$ cat src/rtl/pc_seq_pkg.sv
// Shared types and constants for the program-counter sequencer.
package pc_seq_pkg;

  localparam int PC_W_DEFAULT = 3;
  localparam int PC_INC = 1;

  typedef enum logic [1:0] {
    RUN       = 2'd0,
    BR_CALC   = 2'd1,
    BR_COMMIT = 2'd2,
    HALTED    = 2'd3
  } state_t;

endpackage

$ cat src/rtl/pc_branch_seq.sv
// PC sequencer feeding an external add_alu: increments on fetch handshake, takes relative branches.
// Optional sticky wrap flag port enabled by defining PC_SEQ_WRAP_FLAG_EN.
module pc_branch_seq
  import pc_seq_pkg::*;
#(
  parameter int PC_W     = PC_W_DEFAULT,
  parameter int RESET_PC = 0
) (
  input  logic            clk,
  input  logic            rst_n,
  output logic [PC_W-1:0] pc,
  output logic            pc_valid,
  input  logic            pc_ready,
  input  logic            halt,
  input  logic            br_req,
  input  logic [PC_W-1:0] br_off,
  output logic            br_ack,
  output logic            busy,
  output logic [PC_W-1:0] alu_a,
  output logic [PC_W-1:0] alu_b,
  input  logic [PC_W-1:0] alu_g,
  output logic            alu_rst
`ifdef PC_SEQ_WRAP_FLAG_EN
  ,
  output logic            pc_wrap
`endif
);

  state_t          state;
  state_t          next_state;
  logic [PC_W-1:0] off_q;
  logic [PC_W-1:0] tgt_q;
  logic [PC_W-1:0] pc_next;
  logic            pc_load;
  logic            off_load;
  logic            tgt_load;

  always_ff @(posedge clk or negedge rst_n) begin
    if (!rst_n) begin
      state <= RUN;
      pc    <= PC_W'(RESET_PC);
      off_q <= '0;
      tgt_q <= '0;
    end else begin
      state <= next_state;
      if (pc_load)  pc    <= pc_next;
      if (off_load) off_q <= br_off;
      if (tgt_load) tgt_q <= alu_g;
    end
  end

  // Branch request outranks halt, which outranks the fetch increment.
  always_comb begin
    next_state = state;
    pc_next    = pc;
    pc_load    = 1'b0;
    off_load   = 1'b0;
    tgt_load   = 1'b0;
    case (state)
      RUN: begin
        if (br_req) begin
          off_load   = 1'b1;
          next_state = BR_CALC;
        end else if (halt) begin
          next_state = HALTED;
        end else if (pc_ready) begin
          pc_next = alu_g;
          pc_load = 1'b1;
        end
      end
      BR_CALC: begin
        tgt_load   = 1'b1;
        next_state = BR_COMMIT;
      end
      BR_COMMIT: begin
        pc_next    = tgt_q;
        pc_load    = 1'b1;
        next_state = RUN;
      end
      HALTED: begin
        if (!halt) next_state = RUN;
      end
      default: next_state = RUN;
    endcase
  end

  assign pc_valid = (state == RUN);
  assign busy     = (state == BR_CALC) || (state == BR_COMMIT);
  assign br_ack   = (state == BR_COMMIT);
  assign alu_a    = pc;
  assign alu_b    = (state == BR_CALC) ? off_q : PC_W'(PC_INC);
  assign alu_rst  = ~rst_n;

`ifdef PC_SEQ_WRAP_FLAG_EN
  // Any PC update that lands below the old value means the sum wrapped.
  always_ff @(posedge clk or negedge rst_n) begin
    if (!rst_n) begin
      pc_wrap <= 1'b0;
    end else if (pc_load && (pc_next < pc)) begin
      pc_wrap <= 1'b1;
    end
  end
`endif

endmodule

$ cat config.mk
export PLATFORM = sky130hd
export DESIGN_NAME = pc_branch_seq
export DESIGN_NICKNAME = d
export VERILOG_FILES = /design/src/rtl/pc_seq_pkg.sv /design/src/rtl/pc_branch_seq.sv
export SDC_FILE = /design/constraint.sdc
export NUM_CORES = 1
export LEC_CHECK = 0
export BUFFER_PORTS_ARGS = -buffer_cell sky130_fd_sc_hd__buf_2
export CAP_MARGIN = 20
export CORE_MARGIN = 5
export CORE_UTILIZATION = 41
export DETAILED_ROUTE_END_ITERATION = 12
export GPL_ROUTABILITY_DRIVEN = 0
export PLACE_DENSITY_LB_ADDON = 0.2
export SETUP_SLACK_MARGIN = 0.2
export SLEW_MARGIN = 20
export SYNTH_ARGS = -nofsm -noshare
export SYNTH_HDL_FRONTEND = slang
export SYNTH_SLANG_ARGS = --single-unit
$ cat constraint.sdc
create_clock -name clk -period 1.55 [get_ports clk]
set_input_delay 0 -clock clk [delete_from_list [all_inputs] [get_ports clk]]
set_output_delay 0 -clock clk [all_outputs]
set_load 0.02 [all_outputs]
After elaboration in Yosys (flattened, before gate mapping)
Index checks and enable logic that the tools add are counted.
W data, S select, Z words.
{"block": "op_classes", "n_eq_ne": 8, "muxes": 16, "n_bitwise": 1, "reduce_logical": 5}
{"cell": "$mux W3", "count": 4}
{"cell": "$pmux W2 S4", "count": 1}
{"cell": "$mux W1", "count": 6}
{"cell": "$mux W2", "count": 3}
{"cell": "$ne A2 B2 Y1 const B", "count": 3}
{"cell": "$pmux W3 S2", "count": 1}
{"cell": "$reduce_and A5 Y1", "count": 1}
{"cell": "$eq A2 B2 Y1 const B", "count": 2}
{"cell": "$ne A3 B1 Y1 const B", "count": 1}
{"cell": "$eq A2 B1 Y1 const B", "count": 1}
{"cell": "$logic_not A2 Y1", "count": 1}
{"cell": "$ne A2 B1 Y1 const B", "count": 1}
{"cell": "$pmux W1 S2", "count": 1}
{"cell": "$reduce_and A2 Y1", "count": 1}
{"cell": "$reduce_bool A2 Y1", "count": 1}
{"cell": "$logic_or A1 B1 Y1", "count": 1}
{"cell": "$not A1 Y1", "count": 1}
{"block": "totals", "ff_bits": 11, "input_bits": 11, "output_inout_bits": 13, "word_cells": 34}

Depth between registers and ports, before layout
Gate-level depths: netlist (run 1).
{"block": "depth", "ltp_word": 5, "mapped_depth": 5, "ltp_nobuf": 5}

Least setup slack after synthesis (run 1)
OpenSTA, ideal clock, no wires.
{"block": "synth_timing", "kind": "flip-flop to flip-flop", "start": "register state[0]", "end": "register pc[0], in the netlist alu_a[0]", "setup_time_ps": 125, "t_arrival_ps": 1552, "required_time_ps": 1425, "slack_ps": -127, "stages_incl_launch_ff": 6, "path_buffers": 0, "synth_period_minus_slack_ps": 1677, "cell_sequence": "dfrtp_1 inv_1 ha_1 mux2_4 o21ai_4 mux2_4"}
{"block": "synth_between", "elab_chain_cells": 3, "elab_cells_between_ends": 9, "classes_between": "4 x eq/ne; 2 x mux; 3 x reduce/logical"}
{"element": "from (decl)", "line_no": "pc_branch_seq.sv:29", "text": "state_t state;"}
{"element": "from (signal assigned)", "line_no": "pc_branch_seq.sv:45", "text": "state <= next_state;"}
{"element": "$logic_not A2 Y1 *"}
{"element": "via pc_valid", "line_no": "pc_branch_seq.sv:12", "text": "output logic pc_valid,"}
{"element": "$pmux W1 S2, or another cell as far along", "line_no": "pc_branch_seq.sv:59", "text": "case (state)"}
{"element": "$reduce_and A5 Y1 (no source line)"}
{"element": "to (signal assigned)", "line_no": "pc_branch_seq.sv:41", "text": "pc <= PC_W'(RESET_PC);"}
{"element": "to (signal assigned)", "line_no": "pc_branch_seq.sv:46", "text": "if (pc_load) pc <= pc_next;"}
{"element": "to (decl)", "line_no": "pc_branch_seq.sv:11", "text": "output logic [PC_W-1:0] pc,"}
The timed path passes the listed nets; every way through them passes the cells marked *.
A chain may end at the register's enable or synchronous reset.

Worst setup path after layout (run 1)
{"block": "layout_timing", "start": "register state[1]", "end": "register pc[0], in the netlist alu_a[0]"}
{"block": "layout_between", "elab_chain_cells": 3, "elab_cells_between_ends": 9, "classes_between": "4 x eq/ne; 2 x mux; 3 x reduce/logical"}
{"element": "$eq A2 B2 Y1 / $logic_not A2 Y1 (equally long branches)", "line_no": "pc_branch_seq.sv:59"}
{"element": "$pmux W1 S2, or another cell as far along", "line_no": "pc_branch_seq.sv:59"}
{"element": "$reduce_and A5 Y1 (no source line)"}
Parallel ways exist; a longest one is shown, timed or not.

==> reports/metrics.cfg, run 1 <==
[outcome]
status=finished clean

[setup_path]
cp_data_required_time_ns=1.70
crit_path_end_kind=flip-flop
critPathKind=reg2reg
worstSetupStartpointType=flip-flop
worst-path-max-fanout=4
cp_data_arrival_time_ns=1.64

[yosys]
yosysWarnings=0
avgSynthCellArea_um2=13.1
synth_area_um2=631
yosysSeqAreaShare_pct=43.7
netlist_instances=48
yosysUniqueCellTypes=16
ys_seq_elements=11
syn_nets=64

[die]
die_w_um=49.2
row_count=14
coreArea_mm2=0.00149
dieArea_mm2=0.00242
initial_core_util_pct=42.4
num_io_pins=24
fp.dieH_um=49.2

[sta]
setup_ws_ns=0.0591
maxSlewViolCount=0
period_minus_slack_ns=1.49
setup-violations-final=0
finalSetupTns_ns=0
max_freq_mhz=671
rsz0062_at_grt=true
relSlewSlack_pct=82.3
fin_crit_sh_pct=96.2
hold_viol_final=0
fin_skew_ns=0.00432
worst_pin_slew_ns=0.266

[placed_design]
place_inst=85
io_buffers=23
place_hpwl_um=946
dp_worst_setup_slack_ns=0.0501

[clocking]
path_clk_slew_ns=0.07
clock_latency_ns=0.26
clock-sinks=11
cts_tree=done
ctsHtreeMaxLevel=1
cts-root-buf=clkbuf_4
cts_made_buffers=3
clock_path_buffers=2

[routing]
first_pass_iters=1
final_antenna_net_count=0
drc=0
vias=478
wire_per_inst_um=12.4
viasPerCell=4.73
drtIter0Drc=0
routed_wirelength_um=1260

[cells_and_area]
fin_nets=102
drive_gt1_share_pct=68.2
diodes=0
area_delta_synth_final_pct=50.6
mostFrequentLayoutCells=21 x buf_2, 11 x dfrtp_1, 10 x mux2_2
final_common_cell=buf_2
final_cells=101

[worst_hold_path]
hold_class=in2reg

[power]
cellPowerDensity_mw_per_mm2=2100
ir_worst_vdd_mv=1.31
p_leak_uw=0.000464

[global_routing]
antenna_found_initial=0
grt_pass1_vias=477
grt_usage_pct=11.2
grt_max_degree=13
grt_pass1_wl_um=2080
grt_overflow=0

[flow_run]
drv_cap=0

[through the flow]
stage | cell area, um^2 | hold slack (ns) | total power (uW) | util (%)
finish | 950 | 0.0921 | 1990 | 63.8
global route | 950 | 0.122 | 2140 | 63.8
CTS | 880 | 0.0627 | 1840 | 59.1
detailed placement | 766 | -0.109 | 1600 | 51.4
global placement | 766 | -0.115 | 1590 | 51.4
floorplan | 646 | -0.296 | 1380 | -
[registers in the layout, indices dropped and copies added (netlist names)]
name,count
tgt_q,3
off_q,3
alu_a,3
state,2
[cells in the mapped netlist]
master / number / area (um^2)
mux2_2: 10 / 113
mux2i_1: 1 / 10.0
inv_1: 3 / 11.3
o21ai_0: 1 / 5.00
nor2_1: 1 / 3.75
nand2b_1: 1 / 6.26
nor3b_1: 1 / 7.51
dfrtp_1: 11 / 275
buf_4: 3 / 22.5
a21oi_2: 1 / 8.76
nor2b_2: 1 / 8.76
ha_1: 5 / 62.6
mux2_4: 4 / 60.1
and2_1: 2 / 12.5
nand2_1: 2 / 7.51
o21ai_4: 1 / 16.3
[cells by family (layout without fill, tap and decap cells)]
kind of cell	after synthesis	in the layout	synth area share, %
DFF	11	11	43.7
muxes	15	15	29.0
adders and majority gates	5	5	9.92
and+or+nand+nor	8	8	7.34
AOI/OAI and AO/OA	3	3	4.76
buffers and inverters	6	43	5.36
[metal layers]
layer	vias up	track usage (%)	routed length [um]
met4	0	3.59	0
met5	-	0	0
li1	234	-	-
met3	0	5.81	98
met1	225	11.7	520
met2	19	18.9	638
[report_power, final]
group / internal [uW] / switching (uW)
registers: 437 / 81.8
logic: 677 / 607
clock network: 99.4 / 90.6
total: 1210 / 780
[timing repair]
action / in CTS / in global routing
hold buffers: 7 / 0
endpoints found under the hold margin: 17 / 0
endpoints found under the setup margin: 7 / 10
pin swaps: 1 / 1
resized for setup: 1 / 9
buffers inserted: 2 / 3
[critical path: stages (launching register included)]
cell,delay (ns)
dfrtp_1,0.41
inv_2,0.11
ha_4,0.14
mux2_4,0.31
o21ai_4,0.09
mux2_4,0.32
[cell type report]
type,instances,area (um^2)
Multi-Input combinational cell,31,362
Inverter,3,11.3
Clock buffer,4,26.3
Tap cell,16,20.0
Fill cell,111,539
Sequential cell,11,275
Timing Repair Buffer,36,255
[final timing paths]
check                                     start                   end  slack [ns]  cells after the start
min                                      br_req  state[1]$_DFFE_PN0P_        0.09                      4
min reg2reg                off_q[0]$_DFFE_PN0P_  off_q[0]$_DFFE_PN0P_        0.50                      1
max                        state[1]$_DFFE_PN0P_  alu_a[0]$_DFFE_PN0P_        0.06                      5
max reg2reg                state[1]$_DFFE_PN0P_  alu_a[0]$_DFFE_PN0P_        0.06                      5
min in group asynchronous                 rst_n  state[0]$_DFFE_PN0P_        0.13                      2
max in group asynchronous                 rst_n  tgt_q[1]$_DFFE_PN0P_        1.20                      2
No activity file was read; power rests on OpenSTA's default activity.
==> inputs of run 2 (changes only) <==
--- a/config.mk
+++ b/config.mk
@@ -11,7 +11,7 @@
 export CORE_UTILIZATION = 41
 export DETAILED_ROUTE_END_ITERATION = 12
 export GPL_ROUTABILITY_DRIVEN = 0
-export PLACE_DENSITY_LB_ADDON = 0.2
+export PLACE_DENSITY = 0.71
 export SETUP_SLACK_MARGIN = 0.2
 export SLEW_MARGIN = 20
 export SYNTH_ARGS = -nofsm -noshare
==> reports/metrics.cfg, run 2 (synthesized netlist as in run 1, its figures left out) <==
[global_routing]
antenna_found_initial=0  ; unchanged
grt_usage_pct=10.6  ; was 11.2%
grt_pass1_vias=473  ; was 477
grt_pass1_wl_um=2010  ; was 2080 um
grt_overflow=0  ; unchanged
grt_max_degree=13  ; unchanged

[setup_path]
critPathKind=reg2reg  ; unchanged
crit_path_end_kind=flip-flop  ; unchanged
reg2reg_depth=5  ; unchanged
worst-path-max-fanout=4  ; unchanged
r2r-end=alu_a[1]$_DFFE_PN0P_  ; was alu_a[0]$_DFFE_PN0P_
cp_data_arrival_time_ns=1.65  ; was 1.64 ns
reg2reg_slack_ns=0.05  ; was 0.06 ns
rr_startpoint=state[1]$_DFFE_PN0P_  ; unchanged
worstSetupStartpointType=flip-flop  ; unchanged
cp_data_required_time_ns=1.70  ; about the same

[power]
ir_worst_vdd_mv=1.05  ; was 1.31 mV
p_leak_uw=0.000452  ; was 0.000464 uW
cellPowerDensity_mw_per_mm2=2090  ; was 2100 mW/mm^2

[die]
dieArea_mm2=0.00242  ; unchanged
initial_core_util_pct=42.4  ; unchanged
fp.dieH_um=49.2  ; unchanged
coreArea_mm2=0.00149  ; unchanged
die_w_um=49.2  ; unchanged
num_io_pins=24  ; unchanged
row_count=14  ; unchanged

[placed_design]
place_hpwl_um=912  ; was 946 um
io_buffers=23  ; unchanged
dp_worst_setup_slack_ns=0.0422  ; was 0.0501 ns
place_inst=85  ; unchanged
dpl_cell_area_um2=766  ; unchanged

[routing]
drtIter0Drc=2  ; was 0
drc=0  ; unchanged
viasPerCell=4.66  ; was 4.73
first_pass_iters=2  ; was 1
routed_wirelength_um=1260  ; about the same
wire_per_inst_um=12.7  ; was 12.4 um
vias=461  ; was 478
final_antenna_net_count=0  ; unchanged

[flow_run]
drv_cap=0  ; unchanged

[worst_hold_path]
whs_path_depth=3  ; was 4
min_from=halt  ; was br_req
hold_class=in2reg  ; unchanged
whs_endpoint=state[1]$_DFFE_PN0P_  ; unchanged

[clocking]
clock-sinks=11  ; unchanged
cts-root-buf=clkbuf_4  ; unchanged
cts_made_buffers=3  ; unchanged
cts_tree=done  ; unchanged
clock_path_buffers=2  ; unchanged
path_clk_slew_ns=0.06  ; was 0.07 ns
clock_latency_ns=0.26  ; about the same
ctsHtreeMaxLevel=1  ; unchanged

[cells_and_area]
fin_nets=100  ; was 102
drive_gt1_share_pct=66.3  ; was 68.2%
final_common_cell=buf_2  ; unchanged
fill_cells=131  ; was 111
final_cells=99  ; was 101
area_delta_synth_final_pct=46.4  ; was 50.6%
mostFrequentLayoutCells=21 x buf_2, 11 x dfrtp_1, 10 x mux2_2  ; unchanged
utilization_pct=62.0  ; was 63.8%
diodes=0  ; unchanged
final_area_um2=923  ; was 950 um^2

[sta]
hold_viol_final=0  ; unchanged
fin_skew_ns=0.000505  ; was 0.00432 ns
worst_pin_slew_ns=0.263  ; was 0.266 ns
fin_crit_sh_pct=96.8  ; was 96.2%
maxSlewViolCount=0  ; unchanged
fin_hold_ws_ns=0.0912  ; was 0.0921 ns
period_minus_slack_ns=1.50  ; was 1.49 ns
relSlewSlack_pct=82.5  ; was 82.3%
max_freq_mhz=667  ; was 671 MHz
rsz0062_at_grt=true  ; unchanged
setup_ws_ns=0.0499  ; was 0.0591 ns
setup-violations-final=0  ; unchanged

[outcome]
status=finished clean  ; unchanged

## run 2: cell types whose count changed in the layout (fill, tap and decap cells not counted)
cell	previous run	this run
nand2_2	1	0
buf_4	5	3
buf_6	2	3
buf_12	1	0
nand2_1	1	2
## run 2: layer usage
layer,up-vias,wire length (um),global-route usage [%]
met5,-,0,0
met4,0,12,2.69
met3,3,96,5.50
met2,18,624,16.7
met1,212,524,12.4
li1,228,-,-
## run 2: report_power, final
group,switching [uW],internal [uW]
clock network,88.9,99.6
registers,81.3,438
logic,593,627
total,763,1160
## run 2: cell type report
class / count / area, um^2 / area share, %
multi-input cells: 31 / 359 / 38.9
repair buffers: 34 / 231 / 25.1
inverters: 3 / 11.3 / 1.22
clock buffers: 4 / 26.3 / 2.85
flip-flops and latches: 11 / 275 / 29.8
well taps: 16 / 20.0 / 2.17
## run 2: worst max path at each step
| stage | end | start | slack (ns) |
|---|---|---|---|
| after floorplan | alu_a[0]$_DFFE_PN0P_ | state[1]$_DFFE_PN0P_ | 0.04 |
| after global placement | alu_a[2]$_DFFE_PN0P_ | state[1]$_DFFE_PN0P_ | 0.08 |
| after detailed placement | alu_a[1]$_DFFE_PN0P_ | state[1]$_DFFE_PN0P_ | 0.04 |
| after CTS | alu_a[1]$_DFFE_PN0P_ | state[1]$_DFFE_PN0P_ | 0.07 |
| after global routing | state[0]$_DFFE_PN0P_ | state[1]$_DFFE_PN0P_ | -0.004 |
| final | alu_a[1]$_DFFE_PN0P_ | state[1]$_DFFE_PN0P_ | 0.05 |
## run 2: what timing repair did
action,CTS,global route
endpoints found under the hold margin,17,0
hold buffers,7,0
pin swaps,1,1
endpoints found under the setup margin,7,14
gates resized for setup,0,10
setup buffers,1,2
## run 2: critical path: stages (launching register included)
cell and delay, ns:
dfrtp_1 0.41, inv_2 0.12, ha_4 0.15, mux2_4 0.31, o21ai_4 0.09, mux2_4 0.32
## run 2: metrics by stage
| stage | total power (uW) | setup TNS [ns] |
|---|---|---|
| after global placement | 1580 | 0 |
| after detailed placement | 1600 | 0 |
| after global routing | 2070 | -0.00723 |
| after CTS | 1830 | 0 |
| final | 1930 | 0 |
| after floorplan | 1380 | 0 |
==> inputs of run 3 (changes only) <==
--- a/config.mk
+++ b/config.mk
@@ -8,10 +8,10 @@
 export BUFFER_PORTS_ARGS = -buffer_cell sky130_fd_sc_hd__buf_2
 export CAP_MARGIN = 20
 export CORE_MARGIN = 5
-export CORE_UTILIZATION = 41
+export CORE_UTILIZATION = 46
 export DETAILED_ROUTE_END_ITERATION = 12
 export GPL_ROUTABILITY_DRIVEN = 0
-export PLACE_DENSITY = 0.71
+export PLACE_DENSITY = 0.76
 export SETUP_SLACK_MARGIN = 0.2
 export SLEW_MARGIN = 20
 export SYNTH_ARGS = -nofsm -noshare
==> constraint.sdc (replaced) <==
create_clock -name clk -period 1.7 [get_ports clk]
set_input_delay 0 -clock clk [delete_from_list [all_inputs] [get_ports clk]]
set_output_delay 0 -clock clk [all_outputs]
set_load 0.02 [all_outputs]
==> reports/metrics.cfg, run 3 (synthesized netlist as in run 1, its figures left out) <==
[routing]
viasPerCell=4.78  ; was 4.66
first_pass_iters=4  ; was 2
wire_per_inst_um=13.3  ; was 12.7 um
drc=0  ; unchanged
final_antenna_net_count=0  ; unchanged
vias=473  ; was 461
drtIter0Drc=4  ; was 2
routed_wirelength_um=1320  ; was 1260 um

[setup_path]
worst-path-max-fanout=4  ; unchanged
critPathKind=reg2reg  ; unchanged
crit_path_end_kind=flip-flop  ; unchanged
cp_data_arrival_time_ns=1.66  ; was 1.65 ns
cp_data_required_time_ns=1.86  ; was 1.70 ns
worstSetupStartpointType=flip-flop  ; unchanged

[sta]
maxSlewViolCount=0  ; unchanged
worst_pin_slew_ns=0.276  ; was 0.263 ns
hold_viol_final=0  ; unchanged
setup-violations-final=0  ; unchanged
fin_crit_sh_pct=88.5  ; was 96.8%
fin_skew_ns=0.00403  ; was 0.000505 ns
finalSetupTns_ns=0  ; unchanged
period_minus_slack_ns=1.50  ; about the same
rsz0062_at_grt=true  ; unchanged
relSlewSlack_pct=81.6  ; was 82.5%
max_freq_mhz=665  ; was 667 MHz

[cells_and_area]
drive_gt1_share_pct=61.9  ; was 66.3%
multi_input_area_um2=337  ; was 359 um^2
diodes=0  ; unchanged
register_area_um2=275  ; unchanged
fin_nets=101  ; was 100
final_common_cell=buf_2  ; unchanged
final_cells=99  ; unchanged
fill_cells=104  ; was 131
area_delta_synth_final_pct=41.3  ; was 46.4%
mostFrequentLayoutCells=23 x buf_2, 11 x dfrtp_1, 10 x mux2_2  ; was 21 x buf_2, 11 x dfrtp_1, 10 x mux2_2

[placed_design]
io_buffers=23  ; unchanged
place_hpwl_um=939  ; was 912 um
place_inst=83  ; was 85

[flow_run]
drv_cap=0  ; unchanged

[die]
coreArea_mm2=0.00130  ; was 0.00149 mm^2
fp.dieH_um=47.0  ; was 49.2 um
die_w_um=47.0  ; was 49.2 um
dieArea_mm2=0.00221  ; was 0.00242 mm^2
row_count=13  ; was 14
initial_core_util_pct=48.5  ; was 42.4%
num_io_pins=24  ; unchanged

[power]
p_leak_uw=0.000449  ; was 0.000452 uW
cellPowerDensity_mw_per_mm2=1920  ; was 2090 mW/mm^2
ir_worst_vdd_mv=0.946  ; was 1.05 mV

[global_routing]
grt_pass1_vias=496  ; was 473
grt_overflow=0  ; unchanged
grt_max_degree=13  ; unchanged
grt_pass1_wl_um=2100  ; was 2010 um
antenna_found_initial=0  ; unchanged
grt_usage_pct=13.5  ; was 10.6%

[clocking]
clock_latency_ns=0.27  ; was 0.26 ns
cts-root-buf=clkbuf_4  ; unchanged
ctsHtreeMaxLevel=1  ; unchanged
clock_path_buffers=2  ; unchanged
cts_resized=0  ; unchanged
clock-sinks=11  ; unchanged
cts_made_buffers=3  ; unchanged
path_clk_slew_ns=0.08  ; was 0.06 ns
cts_tree=done  ; unchanged

[outcome]
status=finished clean  ; unchanged

[worst_hold_path]
hold_class=in2reg  ; unchanged

-- run 3: repair_timing --
item / in CTS / in global routing
cloned: 0 / 0
hold buffers: 7 / 0
buffers inserted: 2 / 3
endpoints found under the hold margin: 17 / 0
setup endpoints to repair: 4 / 6
pin swaps: 1 / 0
-- run 3: cell type report --
| cell class | count | area share (%) |
|---|---|---|
| inverter | 3 | 1.26 |
| timing repair buffer | 35 | 25.0 |
| sequential | 11 | 30.9 |
| multi-input combinational | 31 | 37.8 |
| clock buffer | 4 | 2.95 |
| tap | 15 | 2.11 |
-- run 3: layer usage --
layer	vias up	share of wire, %	global-route usage [%]
li1	232	-	-
met1	222	41	16.1
met2	19	52	23.3
met3	0	7.3	2.30
met4	0	0	6.63
met5	-	0	0
-- run 3: stage by stage --
step | instance area (um^2) | setup WS (ns) | hold WS [ns] | power, uW | utilization [%]
after floorplan | 646 | 0.194 | -0.296 | 1260 | -
after global placement | 757 | 0.193 | -0.115 | 1410 | 58.2
after detailed placement | 757 | 0.177 | -0.105 | 1440 | 58.2
after CTS | 868 | 0.204 | 0.0566 | 1660 | 66.7
after global routing | 891 | 0.146 | 0.0840 | 1830 | 68.5
final | 891 | 0.195 | 0.0607 | 1710 | 68.5
-- run 3: final timing paths --
check / endpoint / slack (ns) / start / cells after the start
min in group asynchronous: alu_a[2]$_DFFE_PN0P_ / 0.14 / rst_n / 2
setup reg to reg: alu_a[0]$_DFFE_PN0P_ / 0.20 / state[1]$_DFFE_PN0P_ / 5
max in group asynchronous: off_q[1]$_DFFE_PN0P_ / 1.34 / rst_n / 2
setup / recovery: alu_a[0]$_DFFE_PN0P_ / 0.20 / state[1]$_DFFE_PN0P_ / 5
hold reg to reg: off_q[1]$_DFFE_PN0P_ / 0.50 / off_q[1]$_DFFE_PN0P_ / 1
hold / removal: state[1]$_DFFE_PN0P_ / 0.06 / br_req / 4
-- run 3: worst max-delay path: stages (launching register included) --
cell and delay (ns):
dfrtp_1 0.43, inv_2 0.11, ha_4 0.14, mux2_4 0.31
o21ai_4 0.09, mux2_4 0.31
-- run 3: power by group --
| group | total [uW] | switching [uW] | internal, uW |
|---|---|---|---|
| logic | 1050 | 518 | 531 |
| clock network | 188 | 97.1 | 90.9 |
| registers | 475 | 76.2 | 398 |
| total | 1710 | 691 | 1020 |
